File: src/rtl/fft_pkg.sv
// Shared radix-5 FFT definitions: Q10 twiddles, the butterfly state enum and
// output saturation.
package fft_pkg;

  localparam int TW_FRAC = 10;

  typedef enum logic [1:0] {LOAD, CALC, EMIT} state_t;

  // Forward W5^m and its conjugate, Q10 (1.0 = 1024), indexed by m = (n*k) mod 5
  localparam logic signed [17:0] W5_RE      [5] = '{18'sd1024, 18'sd316, -18'sd829, -18'sd829, 18'sd316};
  localparam logic signed [17:0] W5_IM      [5] = '{18'sd0, -18'sd974, -18'sd602, 18'sd602, 18'sd974};
  localparam logic signed [17:0] W5_CONJ_RE [5] = '{18'sd1024, 18'sd316, -18'sd829, -18'sd829, 18'sd316};
  localparam logic signed [17:0] W5_CONJ_IM [5] = '{18'sd0, 18'sd974, 18'sd602, -18'sd602, -18'sd974};

  function automatic logic [2:0] tw_idx(input logic [2:0] n, input logic [2:0] k);
    int p;
    p = int'(n) * int'(k);
    return 3'(p % 5);
  endfunction

  // Clamp to the signed range of a w-bit word
  function automatic logic signed [31:0] sat(input logic signed [31:0] v, input int w);
    logic signed [31:0] hi, lo;
    hi = (32'sd1 <<< (w - 1)) - 32'sd1;
    lo = -hi - 32'sd1;
    if (v > hi) return hi;
    if (v < lo) return lo;
    return v;
  endfunction

endpackage

File: src/rtl/cmul_q10.sv
// Combinational complex multiply, sample x Q10 twiddle, floor-shifted back to
// sample scale and sign-extended to the accumulator width.
module cmul_q10
  import fft_pkg::*;
#(
  parameter int WIDTH     = 15,
  parameter int TW_WIDTH  = 18,
  parameter int ACC_WIDTH = WIDTH + 4
) (
  input  logic signed [WIDTH-1:0]     ar,
  input  logic signed [WIDTH-1:0]     ai,
  input  logic signed [TW_WIDTH-1:0]  br,
  input  logic signed [TW_WIDTH-1:0]  bi,
  output logic signed [ACC_WIDTH-1:0] re,
  output logic signed [ACC_WIDTH-1:0] im
);

  localparam int PW = WIDTH + TW_WIDTH + 1;

  logic signed [PW-1:0] pr, pi;

  always_comb begin
    pr = PW'(ar) * PW'(br) - PW'(ai) * PW'(bi);
    pi = PW'(ar) * PW'(bi) + PW'(ai) * PW'(br);
  end

  assign re = ACC_WIDTH'(pr >>> TW_FRAC);
  assign im = ACC_WIDTH'(pi >>> TW_FRAC);

endmodule

File: src/rtl/ifft_butterfly5_serial.sv
// Serial radix-5 inverse DFT butterfly: load 5 samples, accumulate each output
// over 5 cycles through one shared complex multiplier, emit with valid/ready.
module ifft_butterfly5_serial
  import fft_pkg::*;
#(
  parameter int WIDTH     = 15,
  parameter int TW_WIDTH  = 18,
  parameter int ACC_WIDTH = WIDTH + 4
) (
  input  logic                    clk,
  input  logic                    rst_n,
  input  logic                    s_valid,
  output logic                    s_ready,
  input  logic signed [WIDTH-1:0] s_re,
  input  logic signed [WIDTH-1:0] s_im,
  output logic                    m_valid,
  input  logic                    m_ready,
  output logic signed [WIDTH-1:0] m_re,
  output logic signed [WIDTH-1:0] m_im,
  output logic [2:0]              m_idx,
  output logic                    busy
);

  state_t state, state_nx;
  logic [2:0] n, k;
  logic signed [WIDTH-1:0]     smp_re [5];
  logic signed [WIDTH-1:0]     smp_im [5];
  logic signed [ACC_WIDTH-1:0] acc_re, acc_im, prod_re, prod_im, acc_nx_re, acc_nx_im;
  logic signed [TW_WIDTH-1:0]  tw_re, tw_im;
  logic [2:0] ti;

  assign ti    = tw_idx(n, k);
  assign tw_re = TW_WIDTH'(W5_CONJ_RE[ti]);
  assign tw_im = TW_WIDTH'(W5_CONJ_IM[ti]);

  cmul_q10 #(.WIDTH(WIDTH), .TW_WIDTH(TW_WIDTH), .ACC_WIDTH(ACC_WIDTH)) u_cmul (
    .ar(smp_re[n]), .ai(smp_im[n]), .br(tw_re), .bi(tw_im),
    .re(prod_re), .im(prod_im)
  );

  // n==0 restarts the sum so no separate clear cycle is needed between outputs
  assign acc_nx_re = (n == 3'd0 ? '0 : acc_re) + prod_re;
  assign acc_nx_im = (n == 3'd0 ? '0 : acc_im) + prod_im;

  assign s_ready = (state == LOAD);
  assign m_valid = (state == EMIT);
  assign busy    = (state != LOAD);

  always_ff @(posedge clk or negedge rst_n) begin
    if (!rst_n) state <= LOAD;
    else        state <= state_nx;
  end

  always_comb begin
    state_nx = state;
    case (state)
      LOAD: if (s_valid && n == 3'd4) state_nx = CALC;
      CALC: if (n == 3'd4)            state_nx = EMIT;
      EMIT: if (m_ready)              state_nx = (k == 3'd4) ? LOAD : CALC;
      default:                        state_nx = LOAD;
    endcase
  end

  always_ff @(posedge clk or negedge rst_n) begin
    if (!rst_n) begin
      n      <= '0;
      k      <= '0;
      acc_re <= '0;
      acc_im <= '0;
      m_re   <= '0;
      m_im   <= '0;
      m_idx  <= '0;
      for (int i = 0; i < 5; i++) begin
        smp_re[i] <= '0;
        smp_im[i] <= '0;
      end
    end else begin
      case (state)
        LOAD: if (s_valid) begin
          smp_re[n] <= s_re;
          smp_im[n] <= s_im;
          if (n == 3'd4) begin
            n <= '0;
            k <= '0;
          end else n <= n + 3'd1;
        end
        CALC: begin
          acc_re <= acc_nx_re;
          acc_im <= acc_nx_im;
          if (n == 3'd4) begin
            m_re  <= WIDTH'(sat(32'(acc_nx_re), WIDTH));
            m_im  <= WIDTH'(sat(32'(acc_nx_im), WIDTH));
            m_idx <= k;
            n     <= '0;
          end else n <= n + 3'd1;
        end
        EMIT: if (m_ready) begin
          k <= (k == 3'd4) ? 3'd0 : k + 3'd1;
          n <= '0;
        end
        default: ;
      endcase
    end
  end

endmodule
File: config.mk
export PLATFORM = sky130hd
export DESIGN_NAME = ifft_butterfly5_serial
export DESIGN_NICKNAME = d
export VERILOG_FILES = /design/src/rtl/fft_pkg.sv /design/src/rtl/cmul_q10.sv /design/src/rtl/ifft_butterfly5_serial.sv
export SDC_FILE = /design/constraint.sdc
export NUM_CORES = 2
export LEC_CHECK = 0
export ABC_CLOCK_PERIOD_IN_PS = 15180
export CAP_MARGIN = 10
export CORE_ASPECT_RATIO = 1.1
export CORE_UTILIZATION = 30
export DETAILED_ROUTE_END_ITERATION = 8
export GPL_ROUTABILITY_DRIVEN = 0
export GPL_TIMING_DRIVEN = 0
export HOLD_SLACK_MARGIN = 0.02
export PLACE_DENSITY = 0.56
export SLEW_MARGIN = 0
export SYNTH_ARGS = -nofsm -noshare
export SYNTH_HDL_FRONTEND = slang
export SYNTH_HIERARCHICAL = 1
export SYNTH_SLANG_ARGS = --single-unit
File: constraint.sdc
create_clock -name clk -period 15.18 [get_ports clk]
set_clock_uncertainty 0.05 [all_clocks]
set_input_delay 3.036 -clock clk [delete_from_list [all_inputs] [get_ports clk]]
set_output_delay 3.036 -clock clk [all_outputs]
set_load 0.03 [all_outputs]
==> results.cfg <==
[worst_hold_path]
worstHoldEndpoint = acc_re[16]$_DFFE_PN0P_
whs_path_depth = 2
worst_hold_path_type = flop to flop
timing.hold.worst.start = acc_re[16]$_DFFE_PN0P_

[routing]
detailedRoute.firstIterationViolations = 2514
route.detailed.drc = 0
routedWlPerCell_um = 22.2
routed_via_density = 4.84
postRouteAntennaNets = 0
dr_total_vias = 36500
dr.pass1.iters = 6
routed_wirelength_um = 167000

[global_routing]
globalRouteOverflowTotal = 0
first_global_vias = 39000
global_route_wire_length_before_repair_um = 249000
antenna_found_initial = 18
all_layer_global_routing_usage_pct = 20.6
grt_start_max_net_pins = 123

[run]
cap_violations = 0

[logic_synthesis]
async_reset_ff_share_pct = 100
syn_avg_cell_area_um2 = 9.45
syn-instance-count = 5163
synth_edf_count = 0
synth_top_area_share_pct = 42.6
synth.yosys.seq_area_share_pct = 11.7
ys.flop_type = sky130_fd_sc_hd__dfrtp_1
synthDistinctLibCells = 79
yosys_warnings = 6
synthTopCellsByArea = sky130_fd_sc_hd__fa_1 (43%), sky130_fd_sc_hd__dfrtp_1 (12%), sky130_fd_sc_hd__inv_1 (9.2%), sky130_fd_sc_hd__ha_1 (7.9%), sky130_fd_sc_hd__and2_1 (6.3%)
syn_area_um2 = 48800
yosys.area.top_type = sky130_fd_sc_hd__fa_1
synth.ff_latch_count = 229

[setup_path]
reg2reg_from = n[2]$_DFFE_PN0P_
timing_worst_setup_path_type = flop to flop
endpoint_kind = flop
timing.critical_path.mode_cell = sky130_fd_sc_hd__fa_1
worstRegToRegCells = 56
critPathRequiredTime_ns = 15.59
worst_path_largest_cell_delay_ns = 0.56
worst-path-max-fanout = 11
worstSetupStartpointType = flop
reg2reg_to = m_im[3]$_DFFE_PN0P_
cp.arrival_ns = 15.26
cpMaxStageDelayCell = sky130_fd_sc_hd__fa_1
flop_to_flop_setup_slack_ns = 0.33

[cts]
cts_inserted_buffers = 27
ctsHoldBuffers = 0
htree_levels = 1
clock_transition_at_the_registers_of_the_reported_paths_ns = 0.06
cts.sink_count = 229
clockRootBuffer = sky130_fd_sc_hd__clkbuf_16
cts-root-to-sink-buffers = 3
cts_tree = built
clkLatencyLatePin_ns = 0.59

[timing]
report.final.hold_viol_count = 0
setup_viol = 0
setup_tns_ns = 0
slew_headroom_pct = 2.79
fin_worst_hold_slack_ns = 0.425
timing_worst_slew_pin_value_ns = 1.46
fin_crit_sh_pct = 97.8
clock.fmax_ghz = 0.0673
final-max-slew-violation-count = 0
fin_crit_ns = 14.85

[placed_design]
place.detailed.hpwl_um = 130000
buffer_ports.inserted = 69
placedCellCount = 7353

[finish]
proportion_of_layout_cells_with_a_drive_suffix_above_1_pct = 12.2
post_layout_nonfiller_instances = 7548
final_nets = 6784
flow.area_growth_from_synthesis_pct = 15.7

[die]
floorplan.initialDensity_pct = 30.4
dieHeight_um = 425
area_of_the_core_region_um2 = 161000
top_level_ports = 70
die_width_um = 386
die_area_um2 = 164000
placement_rows = 154

[outcome]
run_status = completed
==> per-layer routing <==
metal  up-vias  track usage, %  part of all wire [%]
li1      15800               -                     -
met1     18800            26.0                    39
met5         -               0                  0.12
met4        16            11.4                   7.2
met3       378            5.04                   9.4
met2      1535            32.3                    44
==> how the worst max path moves through the flow <==
stage                                 from              endpoint  slack (ns)  cells after the start
final                     n[2]$_DFFE_PN0P_   m_im[3]$_DFFE_PN0P_        0.33                     56
after global routing      n[2]$_DFFE_PN0P_   m_im[3]$_DFFE_PN0P_       -0.04                     62
after CTS                 n[2]$_DFFE_PN0P_  m_re[10]$_DFFE_PN0P_      -0.002                     61
after detailed placement  n[0]$_DFFE_PN0P_   m_re[0]$_DFFE_PN0P_       -3.94                     61
after global placement    n[0]$_DFFE_PN0P_  m_re[13]$_DFFE_PN0P_       -3.81                     58
after floorplan           n[0]$_DFFE_PN0P_   m_re[0]$_DFFE_PN0P_        0.02                     60
==> kinds of logic after synthesis <==
family          after synthesis  share of synthesized area (%)
compound gates              349                           4.65
xor+xnor                    153                           2.76
fa+ha+maj                  1346                           50.5
buf+inv                    1473                           11.4
flops                       229                           11.7
mux                         196                           4.77
other cells                   1                        0.00769
simple gates               1416                           14.2
==> through the flow <==
stage / util [%] / cell area [um2] / setup WS, ns
floorplan: - / 48800 / 0.0240
global placement: 32.4 / 52100 / -3.81
detailed placement: 32.5 / 52300 / -3.94
CTS: 34.2 / 55000 / -0.00181
global route: 35.1 / 56400 / -0.0435
finish: 35.1 / 56400 / 0.331
==> synth_stat cells, drive strengths merged (3+ instances only) <==
master	number
o32ai	3
xor2	32
a211o	4
inv	1195
or2	5
o21ai	88
a21o	29
a31oi	5
a221oi	3
o21bai	10
nor3	18
o211ai	4
o22a	10
nor2b	33
mux4	12
a2111oi	3
o2111ai	3
clkbuf	269
dfrtp	229
buf	8
nand2b	49
a21oi	103
a22oi	21
o21a	15
o22ai	20
o31a	3
and3	4
or3	4
nand2	639
mux2i	20
nor3b	3
nand3	31
and2	490
nor2	121
ha	308
a21boi	5
xnor2	121
fa	1037
mux2	164
nand4	12
==> final cells by class <==
cell class / count / area (um2)
fillers: 16500 / 104000
multi-input cells: 3474 / 38700
flip-flops and latches: 229 / 5740
inverters: 1196 / 4500
well taps: 2106 / 2640
repair buffers: 209 / 2020
plain buffers: 268 / 1940
clock buffers: 38 / 757
clock inverters: 9 / 92.6
diodes: 19 / 47.5
==> registers in the layout, summed over array words and instances, names as in the netlist <==
| register | count |
|---|---|
| smp_im | 75 |
| smp_re | 75 |
| m_idx | 3 |
| acc_re | 19 |
| n | 3 |
| m_re | 15 |
| state | 2 |
| k | 3 |
| acc_im | 19 |
| m_im | 15 |
==> cells in the final DEF, fill, tap and decap left out, drive strengths merged, types with 10 or more instances in the layout <==
cell,instances
inv,1198
fa,1037
nand2,639
and2,494
ha,308
clkbuf,262
dfrtp,229
buf,185
mux2,164
nor2,121
xnor2,121
a21oi,103
o21ai,89
clkdlybuf4s50,68
nand2b,51
nor2b,33
xor2,32
nand3,31
a21o,29
a22oi,21
o22ai,20
mux2i,20
diode,19
nor3,18
o21a,15
mux4,12
nand4,12
o22a,10
o21bai,10
==> critical path: cells and delay by family, from the launching register on <==
family | cells | cell delay, ns
buf+inv | 11 | 1.64
flops | 1 | 0.43
fa+ha+maj | 17 | 6.90
simple gates | 10 | 1.57
xor+xnor | 4 | 0.60
compound gates | 14 | 3.49
==> repair_timing <==
item,in CTS,in global routing
gates cloned,6,3
gates resized for setup,337,240
setup buffers,65,65
hold endpoints to repair,0,0
setup endpoints to repair,68,44
pin swaps,45,125
Power is not shown: default switching activity piles up to over one toggle a cycle in this logic, so the estimate is an artifact.
